`config.mk`:
```
export PLATFORM = sky130hd
export DESIGN_NAME = vedic8_seq_ctrl
export DESIGN_NICKNAME = d
export VERILOG_FILES = /design/src/rtl/vedic_pkg.sv /design/src/rtl/vedic_mul_4x4.sv /design/src/rtl/vedic8_seq_ctrl.sv
export SDC_FILE = /design/constraint.sdc
export NUM_CORES = 1
export LEC_CHECK = 0
export ABC_AREA = 0
export BUFFER_PORTS_ARGS = -buffer_cell sky130_fd_sc_hd__buf_2
export CORE_MARGIN = 2
export CORE_UTILIZATION = 31
export DETAILED_ROUTE_END_ITERATION = 6
export GPL_TIMING_DRIVEN = 1
export RECOVER_POWER = 100
export SYNTH_ARGS = -nofsm -noshare
export SYNTH_HDL_FRONTEND = slang
export SYNTH_HIERARCHICAL = 1
export SYNTH_SLANG_ARGS = --single-unit
```
`constraint.sdc`:
```
create_clock -name clk -period 5.9 [get_ports clk]
set_input_delay 1.18 -clock clk [delete_from_list [all_inputs] [get_ports clk]]
set_output_delay 1.18 -clock clk [all_outputs]
set_load 0.02 [all_outputs]
```
`src/rtl/vedic_pkg.sv`:
```
// Shared types and constants for the sequential Vedic 8x8 multiplier.
// The state enum and the half-width split are used by the top and by the 4x4 core.
package vedic_pkg;

  localparam int unsigned OpWDefault  = 8;
  localparam int unsigned AddWDefault = 12;
  localparam int unsigned HalfW       = 4;

  typedef enum logic [2:0] {
    StIdle = 3'd0,
    StAdd1 = 3'd1,
    StAdd2 = 3'd2,
    StAdd3 = 3'd3,
    StDone = 3'd4
  } state_e;

endpackage

```
`src/rtl/vedic_mul_4x4.sv`:
```
// Combinational 4x4 unsigned multiplier built column by column (vertical and crosswise).
// Each column sums its bit products plus the carry from the previous column.
module vedic_mul_4x4
  import vedic_pkg::*;
(
  input  logic [HalfW-1:0]   x_i,
  input  logic [HalfW-1:0]   y_i,
  output logic [2*HalfW-1:0] p_o
);

  logic [3:0]       col;
  logic [3:0]       carry;
  logic [HalfW-1:0] xs;
  logic [HalfW-1:0] ys;

  always_comb begin
    p_o   = '0;
    col   = '0;
    carry = '0;
    xs    = '0;
    ys    = '0;
    for (int k = 0; k < 2 * HalfW - 1; k++) begin
      col = carry;
      for (int i = 0; i < HalfW; i++) begin
        if ((k - i) >= 0 && (k - i) < HalfW) begin
          xs  = x_i >> i;
          ys  = y_i >> (k - i);
          col = col + {3'b000, xs[0] & ys[0]};
        end
      end
      p_o   = p_o | ((2 * HalfW)'(col[0]) << k);
      carry = col >> 1;
    end
    // The full product fits in 8 bits, so only one carry bit survives the last column.
    p_o = p_o | ((2 * HalfW)'(carry[0]) << (2 * HalfW - 1));
  end

endmodule

```
`src/rtl/vedic8_seq_ctrl.sv`:
```
// Sequential 8x8 multiplier: four 4x4 partial products combined over three cycles
// through a single shared adder, with a one-cycle done pulse.
module vedic8_seq_ctrl
  import vedic_pkg::*;
#(
  parameter int unsigned OP_W  = OpWDefault,
  parameter int unsigned ADD_W = AddWDefault
) (
  input  logic                clk,
  input  logic                rst_n,
  input  logic                start,
  input  logic [OP_W-1:0]     a,
  input  logic [OP_W-1:0]     b,
  output logic                busy,
  output logic                done,
  output logic [2*OP_W-1:0]   product
);

  state_e state_q, state_d;

  logic [OP_W-1:0]    a_q, a_d;
  logic [OP_W-1:0]    b_q, b_d;
  logic [ADD_W-1:0]   acc_q, acc_d;
  logic [2*OP_W-1:0]  prod_q, prod_d;

  logic [ADD_W-1:0]   add_a, add_b, add_sum;
  logic [2*HalfW-1:0] q0, q1, q2, q3;

  vedic_mul_4x4 u_mul_q0 (
    .x_i(a_q[HalfW-1:0]),
    .y_i(b_q[HalfW-1:0]),
    .p_o(q0)
  );

  vedic_mul_4x4 u_mul_q1 (
    .x_i(a_q[2*HalfW-1:HalfW]),
    .y_i(b_q[HalfW-1:0]),
    .p_o(q1)
  );

  vedic_mul_4x4 u_mul_q2 (
    .x_i(a_q[HalfW-1:0]),
    .y_i(b_q[2*HalfW-1:HalfW]),
    .p_o(q2)
  );

  vedic_mul_4x4 u_mul_q3 (
    .x_i(a_q[2*HalfW-1:HalfW]),
    .y_i(b_q[2*HalfW-1:HalfW]),
    .p_o(q3)
  );

  // The one adder in the datapath; its operands are steered by the current state.
  always_comb begin
    add_a = '0;
    add_b = '0;
    unique case (state_q)
      StAdd1: begin
        add_a = ADD_W'(q1);
        add_b = ADD_W'(q2);
      end
      StAdd2: begin
        add_a = acc_q;
        add_b = ADD_W'(q0[2*HalfW-1:HalfW]);
      end
      StAdd3: begin
        add_a = ADD_W'(q3);
        add_b = acc_q >> HalfW;
      end
      default: ;
    endcase
  end

  assign add_sum = add_a + add_b;

  always_comb begin
    state_d = state_q;
    a_d     = a_q;
    b_d     = b_q;
    acc_d   = acc_q;
    prod_d  = prod_q;
    unique case (state_q)
      StIdle: begin
        if (start) begin
          a_d     = a;
          b_d     = b;
          state_d = StAdd1;
        end
      end
      StAdd1: begin
        acc_d   = add_sum;
        state_d = StAdd2;
      end
      StAdd2: begin
        acc_d                        = add_sum;
        prod_d[HalfW-1:0]            = q0[HalfW-1:0];
        prod_d[2*HalfW-1:HalfW]      = add_sum[HalfW-1:0];
        state_d                      = StAdd3;
      end
      StAdd3: begin
        // Upper byte cannot carry out: at most 225 + 29.
        prod_d[2*OP_W-1:OP_W] = add_sum[OP_W-1:0];
        state_d               = StDone;
      end
      StDone: begin
        state_d = StIdle;
      end
      default: begin
        state_d = StIdle;
      end
    endcase
  end

  always_ff @(posedge clk or negedge rst_n) begin
    if (!rst_n) begin
      state_q <= StIdle;
      a_q     <= '0;
      b_q     <= '0;
      acc_q   <= '0;
      prod_q  <= '0;
    end else begin
      state_q <= state_d;
      a_q     <= a_d;
      b_q     <= b_d;
      acc_q   <= acc_d;
      prod_q  <= prod_d;
    end
  end

  assign busy    = (state_q != StIdle);
  assign done    = (state_q == StDone);
  assign product = prod_q;

endmodule

```
# --- Word-level counts from Yosys, hierarchy flattened ---
# Cells that the tools add are included.
op_classes:
  add_sub_neg: 57
  eq_ne: 5
  mux: 4
  bitwise_logic: 92
  n_reduce_logical: 4
ops:
  columns: ["operator", "count"]
  rows:
  - ["4-bit by 1-bit adder with 4-bit output", 28]
  - ["1-bit bitwise AND", 64]
  - ["3-bit by 1-bit adder with 4-bit output", 12]
  - ["12-bit one-hot mux with 3 select lines", 1]
  - ["8-bit by 3-bit OR with 8-bit output", 4]
  - ["8-bit by 4-bit OR with 8-bit output", 4]
  - ["8-bit by 5-bit OR with 8-bit output", 4]
  - ["8-bit by 6-bit OR with 8-bit output", 4]
  - ["8-bit by 7-bit OR with 8-bit output", 4]
  - ["8-bit OR", 4]
  - ["3-bit by 1-bit adder with 3-bit output", 8]
  - ["8-bit one-hot mux with 3 select lines", 1]
  - ["12-bit adder", 1]
  - ["3-bit one-hot mux with 4 select lines", 1]
  - ["1-bit by 1-bit adder with 2-bit output", 4]
  - ["2-bit by 1-bit adder with 2-bit output", 4]
  - ["1-bit by 2-bit OR with 2-bit output", 4]
  - ["3-bit by 2-bit equality test with 1-bit output, second input constant", 2]
  - ["3-bit by 1-bit equality test with 1-bit output, second input constant", 1]
  - ["3-bit equality test, second input constant", 1]
  - ["3-bit zero test", 1]
  - ["3-bit 2-to-1 mux", 1]
  - ["3-bit nonzero test", 1]
  - ["2-bit != test, second input constant", 1]
  - ["2 further kinds", 2]
word_totals:
  register_bits: 47
  inputBits: 19
  out_inout_bits: 18

# --- Depth between registers and ports, before layout ---
# Gate-level depths: netlist of the first run.
logic_depth:
  ltp_word: 19
  mapped_depth: 22
  depth_no_buf: 22

# --- Cells and area by module ---
# The synthesis of the first run kept the hierarchy.
by_module_without_submodules:
  columns: ["module", "instances", "cells_each", "area_each_um2", "seq_area_each_um2"]
  rows:
  - ["vedic8_seq_ctrl", 1, 256, 2561.2, 1176.1]
  - ["vedic_mul_4x4 (u_mul_q1 ...)", 3, 36, 320.3, 0.0]
  - ["vedic_mul_4x4 (u_mul_q0)", 1, 36, 317.8, 0.0]

# --- Worst setup path before layout of the first run ---
# Ideal clock, no wire load.
synth_path:
  path_type: "flip-flop to flip-flop"
  start: "register b_q[5]"
  end: "register acc_q[11]"
  setup_time_ps: 123
  t_arrival_ps: 5366
  required_time_ps: 5777
  setup_slack_ps: 412
  stages_incl_launch_ff: 23
  n_path_buf: 0
  synth_period_minus_slack_ps: 5488
  cell_sequence: "dfrtp_1 nand2_1 fa_1 inv_1 ha_1 ha_1 fa_1 fa_1 ha_1 inv_1 fa_1 fa_1 fa_1 inv_1 mux2_2 a21oi_1 nor2_1 ha_1 a21oi_1 inv_1 a21oi_1 a21oi_1 xnor2_1"
synth_between:
  elab_chain_len: 19
  elab_cells_between_ends: 53
synth_rtl:
  columns: ["item", "line_no", "text"]
  rows:
  - ["from (decl)", "vedic8_seq_ctrl.sv:22", "logic [OP_W-1:0] b_q, b_d;"]
  - ["from (signal assigned)", "vedic8_seq_ctrl.sv:118", "b_q <= '0;"]
  - ["from (signal assigned)", "vedic8_seq_ctrl.sv:124", "b_q <= b_d;"]
  - ["1-bit bitwise AND", "vedic_mul_4x4.sv:28", "col = col + {3'b000, xs[0] & ys[0]};"]
  - ["1-bit by 1-bit adder with 2-bit output", "vedic_mul_4x4.sv:28", null]
  - ["3-bit by 1-bit adder with 4-bit output", "vedic_mul_4x4.sv:28", null]
  - ["4-bit by 1-bit adder with 4-bit output (2 in a row)", "vedic_mul_4x4.sv:28", null]
  - ["3-bit by 1-bit adder with 4-bit output", "vedic_mul_4x4.sv:28", null]
  - ["4-bit by 1-bit adder with 4-bit output (3 in a row)", "vedic_mul_4x4.sv:28", null]
  - ["3-bit by 1-bit adder with 4-bit output", "vedic_mul_4x4.sv:28", null]
  - ["4-bit by 1-bit adder with 4-bit output", "vedic_mul_4x4.sv:28", null]
  - ["4-bit by 1-bit adder with 4-bit output (*)", "vedic_mul_4x4.sv:28", null]
  - ["3-bit by 1-bit adder with 3-bit output (*) (2 in a row)", "vedic_mul_4x4.sv:28", null]
  - ["2-bit by 1-bit adder with 2-bit output (*)", "vedic_mul_4x4.sv:28", null]
  - ["8-bit by 7-bit OR with 8-bit output (*)", "vedic_mul_4x4.sv:31", "p_o = p_o | ((2 * HalfW)'(col[0]) << k);"]
  - ["8-bit OR (*)", "vedic_mul_4x4.sv:35", "p_o = p_o | ((2 * HalfW)'(carry[0]) << (2 * HalfW - 1));"]
  - ["net q3[6]", "vedic8_seq_ctrl.sv:27", "logic [2*HalfW-1:0] q0, q1, q2, q3;"]
  - ["12-bit one-hot mux with 3 select lines (*)", "vedic8_seq_ctrl.sv:57", "unique case (state_q)"]
  - ["12-bit adder (*)", "vedic8_seq_ctrl.sv:74", "assign add_sum = add_a + add_b;"]
  - ["to (signal assigned)", "vedic8_seq_ctrl.sv:119", "acc_q <= '0;"]
  - ["to (signal assigned)", "vedic8_seq_ctrl.sv:125", "acc_q <= acc_d;"]
  - ["to (decl)", "vedic8_seq_ctrl.sv:23", "logic [ADD_W-1:0] acc_q, acc_d;"]
# Mark *: on every way through the listed nets, which the timed path passes. The rest lies on a longest branch.
# A chain may end at the register's enable or synchronous reset.

# --- Worst setup path after layout of the first run ---
layout_path:
  start: "register b_q[0]"
  end: "register acc_q[10]"
layout_between:
  elab_chain_len: 19
  elab_cells_between_ends: 49
layout_rtl:
  columns: ["item", "line_no"]
  rows:
  - ["1-bit bitwise AND", "vedic_mul_4x4.sv:28"]
  - ["1-bit by 1-bit adder with 2-bit output", "vedic_mul_4x4.sv:28"]
  - ["3-bit by 1-bit adder with 4-bit output", "vedic_mul_4x4.sv:28"]
  - ["4-bit by 1-bit adder with 4-bit output (2 in a row)", "vedic_mul_4x4.sv:28"]
  - ["3-bit by 1-bit adder with 4-bit output", "vedic_mul_4x4.sv:28"]
  - ["4-bit by 1-bit adder with 4-bit output (2 in a row)", "vedic_mul_4x4.sv:28"]
  - ["4-bit by 1-bit adder with 4-bit output (*)", "vedic_mul_4x4.sv:28"]
  - ["3-bit by 1-bit adder with 4-bit output (*)", "vedic_mul_4x4.sv:28"]
  - ["4-bit by 1-bit adder with 4-bit output (*) (2 in a row)", "vedic_mul_4x4.sv:28"]
  - ["3-bit by 1-bit adder with 3-bit output (*) (2 in a row)", "vedic_mul_4x4.sv:28"]
  - ["2-bit by 1-bit adder with 2-bit output (*)", "vedic_mul_4x4.sv:28"]
  - ["8-bit by 7-bit OR with 8-bit output (*)", "vedic_mul_4x4.sv:31"]
  - ["8-bit OR (*)", "vedic_mul_4x4.sv:35"]
  - ["net q0[6]", "vedic8_seq_ctrl.sv:27"]
  - ["8-bit one-hot mux with 3 select lines (*)", "vedic8_seq_ctrl.sv:57"]
  - ["12-bit adder (*)", "vedic8_seq_ctrl.sv:74"]
# Marks and branches as above.

==> flow_summary_export.csv, run 1 <==
group,metric,value,unit
clock_network,holdBufCountCts,0,
yosys,synth-xor-area-share,2.05,%
clock_network,path_clk_slew,0.07,ns
sta,finalCritPeriodShare,96.2,%
global_routing,grt_pass1_vias,2982,
clock_network,cts_tree,"built",
clock_network,cts_max_path_buffers,2,
yosys,synthCells,400,
detailed_routing,routed_wl,8470,um
detailed_routing,antenna_left,0,
cells_and_area,diodes,0,
sta,finalSetupViolCount,0,
sta,final.min_clock_period,5.67,ns
setup_path,reg2reg_to,"acc_q[10]$_DFFE_PN0N_",
clock_network,htreeDepth,2,
setup_path,r2r_slack,0.23,ns
sta,skew,0.00851,ns
setup_path,crit_top_cell,"fa_1",
floorplan,fp.dieH,115,um
setup_path,required,6.12,ns
cells_and_area,final_util,36.7,%
floorplan,fp.dieArea,13300,sq um
yosys,muxShareOfSynthArea,8.28,%
placement,io_buffers,36,
floorplan,die_w,115,um
yosys,syn_area,3840,sq um
floorplan,rows,40,
global_routing,grt_pass1_wl,14200,um
min_path,min_from,"product[0]$_DFFE_PN0N_",
yosys,synthSimpleGateAreaFrac,19.1,%
setup_path,worst_path_max_delay_cell,"fa_1",
detailed_routing,drt-pass1-iter-count,4,
setup_path,r2r_cells,22,
detailed_routing,first_iter_violations,146,
min_path,hold-path-endpoint,"product[0]$_DFFE_PN0N_",
outcome,violations,"capacitance limit, slew limit",
setup_path,critPathArrivalTime,5.89,ns
placement,placed_area,4260,sq um
yosys,synthFlopType,"dfrtp_1",
yosys,ys.warnings.count,6,
clock_network,cts_root_buffer,"clkbuf_16",
clock_network,clock-sinks,47,
run,maxCapViolCount,1,
min_path,hp-class,"flip-flop to flip-flop",
sta,worstMarginPinSlew,2.68,ns
yosys,synth_compound_area_share,8.83,%
floorplan,core-area,12100,sq um
global_routing,overflow,0,
setup_path,crit-reg2reg-launch,"b_q[0]$_DFFE_PN0P_",
detailed_routing,via_per_inst,4.61,
cells_and_area,most-common-layout-cells,"89 x nand2_1, 42 x inv_1, 42 x dfrtp_1, 33 x fa_1",
yosys,syn-num-nets,476,
placement,dp_hpwl,6320,um
yosys,syn_avg_cell_area,9.60,sq um
min_path,hold_path_depth,2,
sta,fmax,176,MHz
cells_and_area,drive_above_1_share,18.7,%
detailed_routing,avgRoutedWirePerCell,13.7,um
setup_path,critPathMaxFanout,7,
outcome,outcome,"finished with violations",
yosys,async_reset_ff_share,100,%
sta,finalSetupTns,0,ns
placement,place_congestion,0.870,
clock_network,insertion_delay,0.29,ns
clock_network,cts_inserted_buffers,5,
sta,maxSlewViolCount,48,
sta,layout_setup_ws,0.227,ns
yosys,ys_ff_latch,47,
floorplan,io_pins,37,
global_routing,grt_start_max_net_pins,48,
cells_and_area,nets,525,
sta,slew_headroom,-78.7,%
yosys,synth_edf_count,0,
placement,dp_worst_setup_slack,0.0336,ns
setup_path,crit_chain,"nand2_1, fa_1, inv_1, ha_1, ha_1, fa_1, fa_1, ha_1, inv_1, fa_1, fa_1, fa_1, inv_1, a22oi_1, nor2_1, ha_1, nand2b_1, a21oi_2, a211oi_2, buf_4, o31ai_2, xnor2_1",
setup_path,worst-setup-path-type,"flip-flop to flip-flop",
setup_path,max_stage_delay,0.54,ns
setup_path,critPathLaunchType,"flip-flop",
detailed_routing,vias,2845,
cells_and_area,final_common_cell,"nand2_1",
sta,finalHoldViolCount,0,
floorplan,start_util,31.8,%
yosys,yosysSeqAreaShare,30.6,%
yosys,synth_fa_ha_area_share,25.0,%
sta,rsz0062_at_grt,"no",
setup_path,crit_path_end_kind,"flip-flop",
detailed_routing,drcViolationCount,0,
cells_and_area,area_growth,15.3,%
cells_and_area,stdcell_area,4430,sq um
yosys,ys_types,42,
yosys,synth_top_family_by_area,"adder cells",
global_routing,grt_antenna_before_repair,0,
global_routing,track_usage,13.6,%
how the worst max path moves through the flow:
| stage | from | to | cells past startpoint |
|---|---|---|---|
| finish | b_q[0]$_DFFE_PN0P_ | acc_q[10]$_DFFE_PN0N_ | 22 |
| global route | b_q[0]$_DFFE_PN0P_ | acc_q[7]$_DFFE_PN0N_ | 21 |
| CTS | a_q[5]$_DFFE_PN0P_ | acc_q[9]$_DFFE_PN0N_ | 22 |
| detailed placement | a_q[5]$_DFFE_PN0P_ | acc_q[9]$_DFFE_PN0N_ | 22 |
| global placement | b_q[1]$_DFFE_PN0P_ | product[15]$_DFFE_PN0N_ | 21 |
| floorplan | b_q[5]$_DFFE_PN0P_ | acc_q[11]$_DFFE_PN0N_ | 22 |
registers in the layout (all words and copies together) (netlist names):
| register | flops |
|---|---|
| a_q | 8 |
| state_q | 3 |
| product | 16 |
| acc_q | 12 |
| b_q | 8 |
cells by family after synthesis:
group | after synthesis
DFF | 47
buffers and inverters | 54
muxes | 25
xor gates and xnor gates | 9
and+or+nand+nor | 152
AOI/OAI and AO/OA | 56
adders and majority gates | 57
cells in the mapped netlist, types with 5 or more instances:
library cell,count,area share [%]
a21oi_1,15,2.0
a22oi_1,6,1.2
and2_1,23,3.7
and2_2,6,1.2
dfrtp_1,47,31
fa_1,33,17
ha_1,24,7.8
inv_1,41,4.0
mux2_2,14,4.1
mux2_4,10,3.9
nand2_1,89,8.7
nor2_1,15,1.5
o21ai_0,19,2.5
xnor2_1,5,1.1
timing repair:
item                                    CTS  global route
setup buffers                             0             4
endpoints found under the setup margin    0             8
resized for setup                         0            14
stage by stage:
stage,std cells,hold slack (ns)
floorplan,400,0.446
global placement,606,0.457
detailed placement,606,0.459
CTS,613,0.475
global route,617,0.497
finish,617,0.471
layout make-up:
cell class / instances / area [sq um]
timing repair buffer: 54 / 288
fill: 1235 / 7630
multi-input combinational: 299 / 2430
sequential: 47 / 1180
tap: 168 / 210
clock inverter: 2 / 37.5
clock buffer: 5 / 125
inverter: 42 / 158
routing by layer:
| layer | global-route usage (%) | up-vias | routed length, um |
|---|---|---|---|
| met5 | 0 | - | 0 |
| met4 | 3.13 | 0 | 85 |
| met3 | 3.06 | 6 | 339 |
| met2 | 22.7 | 53 | 4000 |
| met1 | 18.1 | 1399 | 4040 |
| li1 | - | 1387 | - |
critical path, delay by kind of cell, from the launching register on:
kind	cells	cell delay [ns]
AND/OR/NAND/NOR	3	0.28
flip-flops	1	0.42
XOR/XNOR	1	0.15
adder cells (fa/ha/maj)	10	3.82
buffers and inverters	4	0.31
AO/OA/AOI/OAI	4	0.64
Power of run 1 is left out: the tool's default activity adds up to more than one toggle a clock period on the data nets, which glitch-free logic cannot reach.
==> inputs of run 2 (changes only) <==
--- a/config.mk
+++ b/config.mk
@@ -7,10 +7,11 @@
 export LEC_CHECK = 0
 export ABC_AREA = 0
 export BUFFER_PORTS_ARGS = -buffer_cell sky130_fd_sc_hd__buf_2
-export CORE_MARGIN = 2
-export CORE_UTILIZATION = 31
+export CORE_UTILIZATION = 45
+export CTS_CLUSTER_DIAMETER = 120
 export DETAILED_ROUTE_END_ITERATION = 6
 export GPL_TIMING_DRIVEN = 1
+export PLACE_DENSITY = 0.66
 export RECOVER_POWER = 100
 export SYNTH_ARGS = -nofsm -noshare
 export SYNTH_HDL_FRONTEND = slang
==> run 2 against run 1 <==
The flow still finishes with violations (capacitance limit, slew limit); non-clock buffer count is the same; utilization grew 16 points; design area decreased by 2.8%; hold slack better by 0.0096 ns; clock-buffer cell count stayed put; setup slack gained 0.022 ns; sequential share of layout area rose by 0.76 points; critical path depth is 1 lower; wire length fell by 4.3%; final cell count decreased by 10%.
==> flow_summary_export.csv, run 2 (synthesized netlist as in run 1, its figures left out) <==
group,metric,value,unit
placement,place_congestion,0.885,
sta,maxSlewViolCount,65,
detailed_routing,highest_layer,"met4",
detailed_routing,wl_met1,3870,um
sta,worstMarginPinSlew,2.59,ns
detailed_routing,vias,2835,
setup_path,crit_buf_inv,4,
floorplan,core-area,8220,sq um
cells_and_area,area_growth,12.1,%
sta,finalCritPeriodShare,95.8,%
cells_and_area,fillers,777,
detailed_routing,avgRoutedWirePerCell,14.6,um
global_routing,grt_start_max_net_pins,48,
placement,dp_hpwl,6090,um
setup_path,crit_top_cell,"fa_1",
sta,final.min_clock_period,5.65,ns
cells_and_area,seq_area,1180,sq um
floorplan,rows,33,
setup_path,required,6.10,ns
setup_path,worst_path_max_delay_cell,"fa_1",
outcome,violations,"capacitance limit, slew limit",
setup_path,crit-reg2reg-launch,"a_q[5]$_DFFE_PN0P_",
setup_path,worst-setup-path-type,"flip-flop to flip-flop",
min_path,hold_path_depth,2,
outcome,outcome,"finished with violations",
detailed_routing,routed_wl,8110,um
floorplan,die_w,94.4,um
floorplan,fp.dieArea,8910,sq um
cells_and_area,nets,525,
setup_path,cp_top_family,"adder cells",
detailed_routing,drt-pass1-iter-count,4,
clock_network,cts_max_path_buffers,2,
detailed_routing,first_iter_violations,85,
setup_path,critPathMaxFanout,8,
detailed_routing,antenna_left,0,
global_routing,track_usage,20.3,%
sta,slew_headroom,-72.4,%
detailed_routing,via_per_inst,5.12,
sta,finalSetupViolCount,0,
global_routing,grt_pass1_vias,2885,
min_path,hold-path-endpoint,"product[4]$_DFFE_PN0N_",
setup_path,critPathLaunchType,"flip-flop",
cells_and_area,drive_above_1_share,18.5,%
detailed_routing,dr_wl_met3,187,um
detailed_routing,drcViolationCount,0,
clock_network,cts_tree,"built",
cells_and_area,diodes,0,
sta,skew,0.0106,ns
setup_path,reg2reg_to,"acc_q[7]$_DFFE_PN0N_",
detailed_routing,route.met2.wl,3920,um
setup_path,r2r_slack,0.25,ns
setup_path,max_stage_delay,0.53,ns
run,maxCapViolCount,2,
global_routing,overflow,0,
setup_path,crit_chain,"nand2_1, fa_1, inv_1, ha_1, ha_1, fa_2, fa_1, ha_1, inv_1, fa_1, fa_1, fa_1, inv_1, mux2_2, a21oi_1, nor2_1, ha_4, a21oi_2, inv_1, o21a_1, o31ai_1",
sta,fmax,177,MHz
global_routing,grt_antenna_before_repair,0,
setup_path,crit_path_start,"a_q[5]$_DFFE_PN0P_",
cells_and_area,most-common-layout-cells,"89 x nand2_1, 42 x inv_1, 42 x dfrtp_1, 30 x fa_1",
setup_path,critPathArrivalTime,5.85,ns
clock_network,cts_inserted_buffers,5,
setup_path,r2r_cells,21,
sta,finalHoldViolCount,0,
min_path,hp-class,"flip-flop to flip-flop",
clock_network,cts_root_buffer,"clkbuf_8",
cells_and_area,largest_register_ffs,16,
global_routing,grt_pass1_wl,13900,um
floorplan,io_pins,37,
clock_network,clock-sinks,47,
setup_path,crit_path_end_kind,"flip-flop",
clock_network,insertion_delay,0.30,ns
cells_and_area,final_common_cell,"nand2_1",
cells_and_area,multiInputGateArea,2440,sq um
floorplan,start_util,46.7,%
sta,whs,0.480,ns
placement,io_buffers,36,
clock_network,htreeDepth,2,
min_path,min_from,"product[4]$_DFFE_PN0N_",
floorplan,fp.dieH,94.4,um
clock_network,path_clk_slew,0.10,ns
## run 2: cell types whose count changed in the layout (fill, tap and decap cells not counted), moves of 3 or more
cell	change
mux2_2	-3
clkbuf_8	+5
clkbuf_16	-5
fa_2	+3
fa_1	-3
mux2_1	+3
## run 2: layer usage
metal / vias up / global-route usage (%)
li1: 1391 / -
met1: 1398 / 28.3
met2: 37 / 33.5
met3: 9 / 2.42
met4: 0 / 5.13
met5: - / 0
## run 2: how the worst max path moves through the flow
stage                               to  slack (ns)  cells past startpoint
6_report          acc_q[7]$_DFFE_PN0N_        0.25                     21
5_1_grt        product[15]$_DFFE_PN0N_      -0.006                     21
4_1_cts           acc_q[7]$_DFFE_PN0N_       0.007                     21
3_5_place_dp      acc_q[7]$_DFFE_PN0N_        0.04                     21
3_3_place_gp     acc_q[10]$_DFFE_PN0N_        0.19                     22
2_1_floorplan    acc_q[11]$_DFFE_PN0N_        0.41                     22
## run 2: repair_timing
action,in CTS,in global routing
pin swaps,0,3
buffers inserted,0,4
resized for setup,1,17
endpoints found under the setup margin,2,10
hold buffers,0,0
## run 2: worst register-to-register path: cells and delay by family (launching register included)
kind                     cells  cell delay (ns)
AO/OA/AOI/OAI                4             0.70
adder cells (fa/ha/maj)     10             3.76
buffers and inverters        4             0.21
flip-flops                   1             0.44
multiplexers                 1             0.25
AND/OR/NAND/NOR              2             0.19
## run 2: final cells by class
type	instances	share of cell area (%)
tap	105	3.05
sequential	47	27.5
multi-input combinational	299	56.7
inverter	42	3.66
clock buffer	5	1.60
clock inverter	2	0.872
timing repair buffer	54	6.69
## run 2: through the flow
stage | setup WS [ns] | instances | area, sq um | utilization (%) | TNS, ns
floorplan | 0.412 | 400 | 3840 | - | 0
global placement | 0.189 | 543 | 4180 | 50.9 | 0
detailed placement | 0.0429 | 543 | 4180 | 50.9 | 0
CTS | 0.00709 | 550 | 4290 | 52.2 | 0
global route | -0.00626 | 554 | 4300 | 52.4 | -0.00752
finish | 0.249 | 554 | 4300 | 52.4 | 0
Power of run 2 is left out for the same reason.
==> inputs of run 3 (changes only) <==
--- a/config.mk
+++ b/config.mk
@@ -9,9 +9,9 @@
 export BUFFER_PORTS_ARGS = -buffer_cell sky130_fd_sc_hd__buf_2
 export CORE_UTILIZATION = 45
 export CTS_CLUSTER_DIAMETER = 120
+export CTS_CLUSTER_SIZE = 25
 export DETAILED_ROUTE_END_ITERATION = 6
 export GPL_TIMING_DRIVEN = 1
-export PLACE_DENSITY = 0.66
 export RECOVER_POWER = 100
 export SYNTH_ARGS = -nofsm -noshare
 export SYNTH_HDL_FRONTEND = slang
==> constraint.sdc (replaced) <==
create_clock -name clk -period 7 [get_ports clk]
set_input_delay 1.4 -clock clk [delete_from_list [all_inputs] [get_ports clk]]
set_output_delay 1.4 -clock clk [all_outputs]
set_load 0.02 [all_outputs]
==> run 3 against run 2 <==
Setup slack gained 0.81 ns; utilization down 2.0 points; via count decreased by 2.3%; flip-flop and latch count is the same; clock skew shrank 0.0059 ns; the run still ends with capacitance limit, slew limit left; largest cell class unchanged; die area did not move; design area shrank 3.8%; critical path type unchanged; non-clock buffer count is 16 lower; highest routed layer unchanged; fmax is 5.0% lower.
==> flow_summary_export.csv, run 3 (synthesized netlist as in run 1, its figures left out) <==
group,metric,value,unit
detailed_routing,wl_met1,3870,um
setup_path,crit-reg2reg-launch,"b_q[5]$_DFFE_PN0P_",
cells_and_area,area_growth,7.89,%
min_path,min_from,"product[0]$_DFFE_PN0N_",
detailed_routing,avgRoutedWirePerCell,14.7,um
sta,rsz0062_at_grt,"no",
setup_path,reg2reg_to,"acc_q[11]$_DFFE_PN0N_",
min_path,hold_path_depth,2,
cells_and_area,diodes,0,
global_routing,overflow,0,
clock_network,cts_root_buffer,"clkbuf_8",
global_routing,grt_antenna_before_repair,0,
floorplan,die_w,94.4,um
setup_path,worst_path_max_delay_cell,"dfrtp_1",
floorplan,fp.dieH,94.4,um
sta,final.min_clock_period,5.95,ns
detailed_routing,via_per_inst,5.14,
cells_and_area,fillers,793,
outcome,outcome,"finished with violations",
detailed_routing,dr_wl_met3,271,um
clock_network,htreeDepth,2,
detailed_routing,drcViolationCount,0,
setup_path,crit_top_cell,"fa_1",
cells_and_area,largest_register_ffs,16,
cells_and_area,seq_area,1180,sq um
sta,skew,0.00464,ns
clock_network,clock-sinks,47,
cells_and_area,multiInputGateArea,2380,sq um
setup_path,critPathLaunchType,"flip-flop",
setup_path,crit_path_start,"b_q[5]$_DFFE_PN0P_",
clock_network,holdBufCountCts,0,
clock_network,ctsResizeCount,0,
cells_and_area,most-common-layout-cells,"89 x nand2_1, 47 x dfrtp_1, 42 x inv_1, 33 x fa_1, 24 x ha_1",
clock_network,post_cts_buffers,0,
sta,finalHoldViolCount,0,
clock_network,path_clk_slew,0.09,ns
detailed_routing,vias,2771,
floorplan,start_util,46.7,%
sta,finalSetupViolCount,0,
cells_and_area,drive_above_1_share,12.9,%
cells_and_area,final_common_cell,"nand2_1",
global_routing,grt_pass1_vias,2925,
global_routing,grt_pass1_wl,14100,um
clock_network,cts_inserted_buffers,5,
placement,io_buffers,36,
setup_path,critPathMaxFanout,9,
cells_and_area,nets,509,
sta,slew_headroom,-71.8,%
clock_network,cts_max_path_buffers,2,
detailed_routing,route.met2.wl,3710,um
setup_path,critPathArrivalTime,6.14,ns
detailed_routing,routed_wl,7930,um
setup_path,crit_buf_inv,4,
sta,worstMarginPinSlew,2.58,ns
sta,maxSlewViolCount,65,
min_path,hp-class,"flip-flop to flip-flop",
setup_path,crit_path_end_kind,"flip-flop",
setup_path,crit_chain,"nand2_1, fa_1, inv_1, ha_1, ha_1, fa_1, fa_1, ha_1, inv_1, fa_1, fa_1, fa_1, inv_1, mux2_2, a21oi_1, nor2_1, ha_1, a21oi_1, inv_1, a21oi_1, a21oi_1, xnor2_1",
clock_network,insertion_delay,0.30,ns
setup_path,max_stage_delay,0.54,ns
run,maxCapViolCount,2,
floorplan,fp.dieArea,8910,sq um
sta,finalCritPeriodShare,84.9,%
setup_path,required,7.20,ns
placement,place_congestion,0.802,
clock_network,cts_tree,"built",
detailed_routing,highest_layer,"met4",
setup_path,cp_top_family,"adder cells",
outcome,violations,"capacitance limit, slew limit",
min_path,hold-path-endpoint,"product[0]$_DFFE_PN0N_",
floorplan,rows,33,
setup_path,r2r_cells,22,
global_routing,grt_start_max_net_pins,48,
floorplan,core-area,8220,sq um
global_routing,track_usage,20.5,%
setup_path,worst-setup-path-type,"flip-flop to flip-flop",
floorplan,io_pins,37,
detailed_routing,first_iter_violations,115,
setup_path,r2r_slack,1.05,ns
detailed_routing,antenna_left,0,
detailed_routing,drt-pass1-iter-count,5,
sta,fmax,168,MHz
sta,finalSetupTns,0,ns
placement,dp_hpwl,5880,um
run 3: area by class of cell:
class                      count  share of cell area (%)
tap                          105                    3.17
clock inverter                 2                    1.45
clock buffer                   6                    1.75
sequential                    47                    28.4
timing repair buffer          38                    3.99
inverter                      42                    3.81
multi-input combinational    299                    57.4
run 3: per-layer routing:
metal,track usage [%],up-vias
li1,-,1359
met1,27.7,1350
met2,34.3,56
met3,3.30,6
met4,4.87,0
met5,0,-
run 3: worst max path at each step:
stage / to / slack [ns] / depth (start not counted)
after floorplan: acc_q[11]$_DFFE_PN0N_ / 1.51 / 22
after global placement: acc_q[11]$_DFFE_PN0N_ / 1.10 / 22
after detailed placement: acc_q[11]$_DFFE_PN0N_ / 1.09 / 22
after CTS: acc_q[11]$_DFFE_PN0N_ / 1.05 / 22
final: acc_q[11]$_DFFE_PN0N_ / 1.05 / 22
after global routing: acc_q[9]$_DFFE_PN0N_ / 0.65 / 22
run 3: metrics by stage:
stage	instances	hold WS [ns]	setup slack (ns)	util, %	area (sq um)
after floorplan	400	0.446	1.51	-	3840
after global placement	531	0.454	1.10	49.8	4090
after detailed placement	531	0.460	1.09	49.8	4090
after CTS	539	0.483	1.05	51.4	4220
after global routing	539	0.512	0.645	50.4	4140
final	539	0.484	1.05	50.4	4140
run 3: tightest hold or removal path: stages (launching register included):
cell	delay, ns
dfrtp_1	0.35
nand2_1	0.05
nand2_1	0.06
Power of run 3 is left out for the same reason.
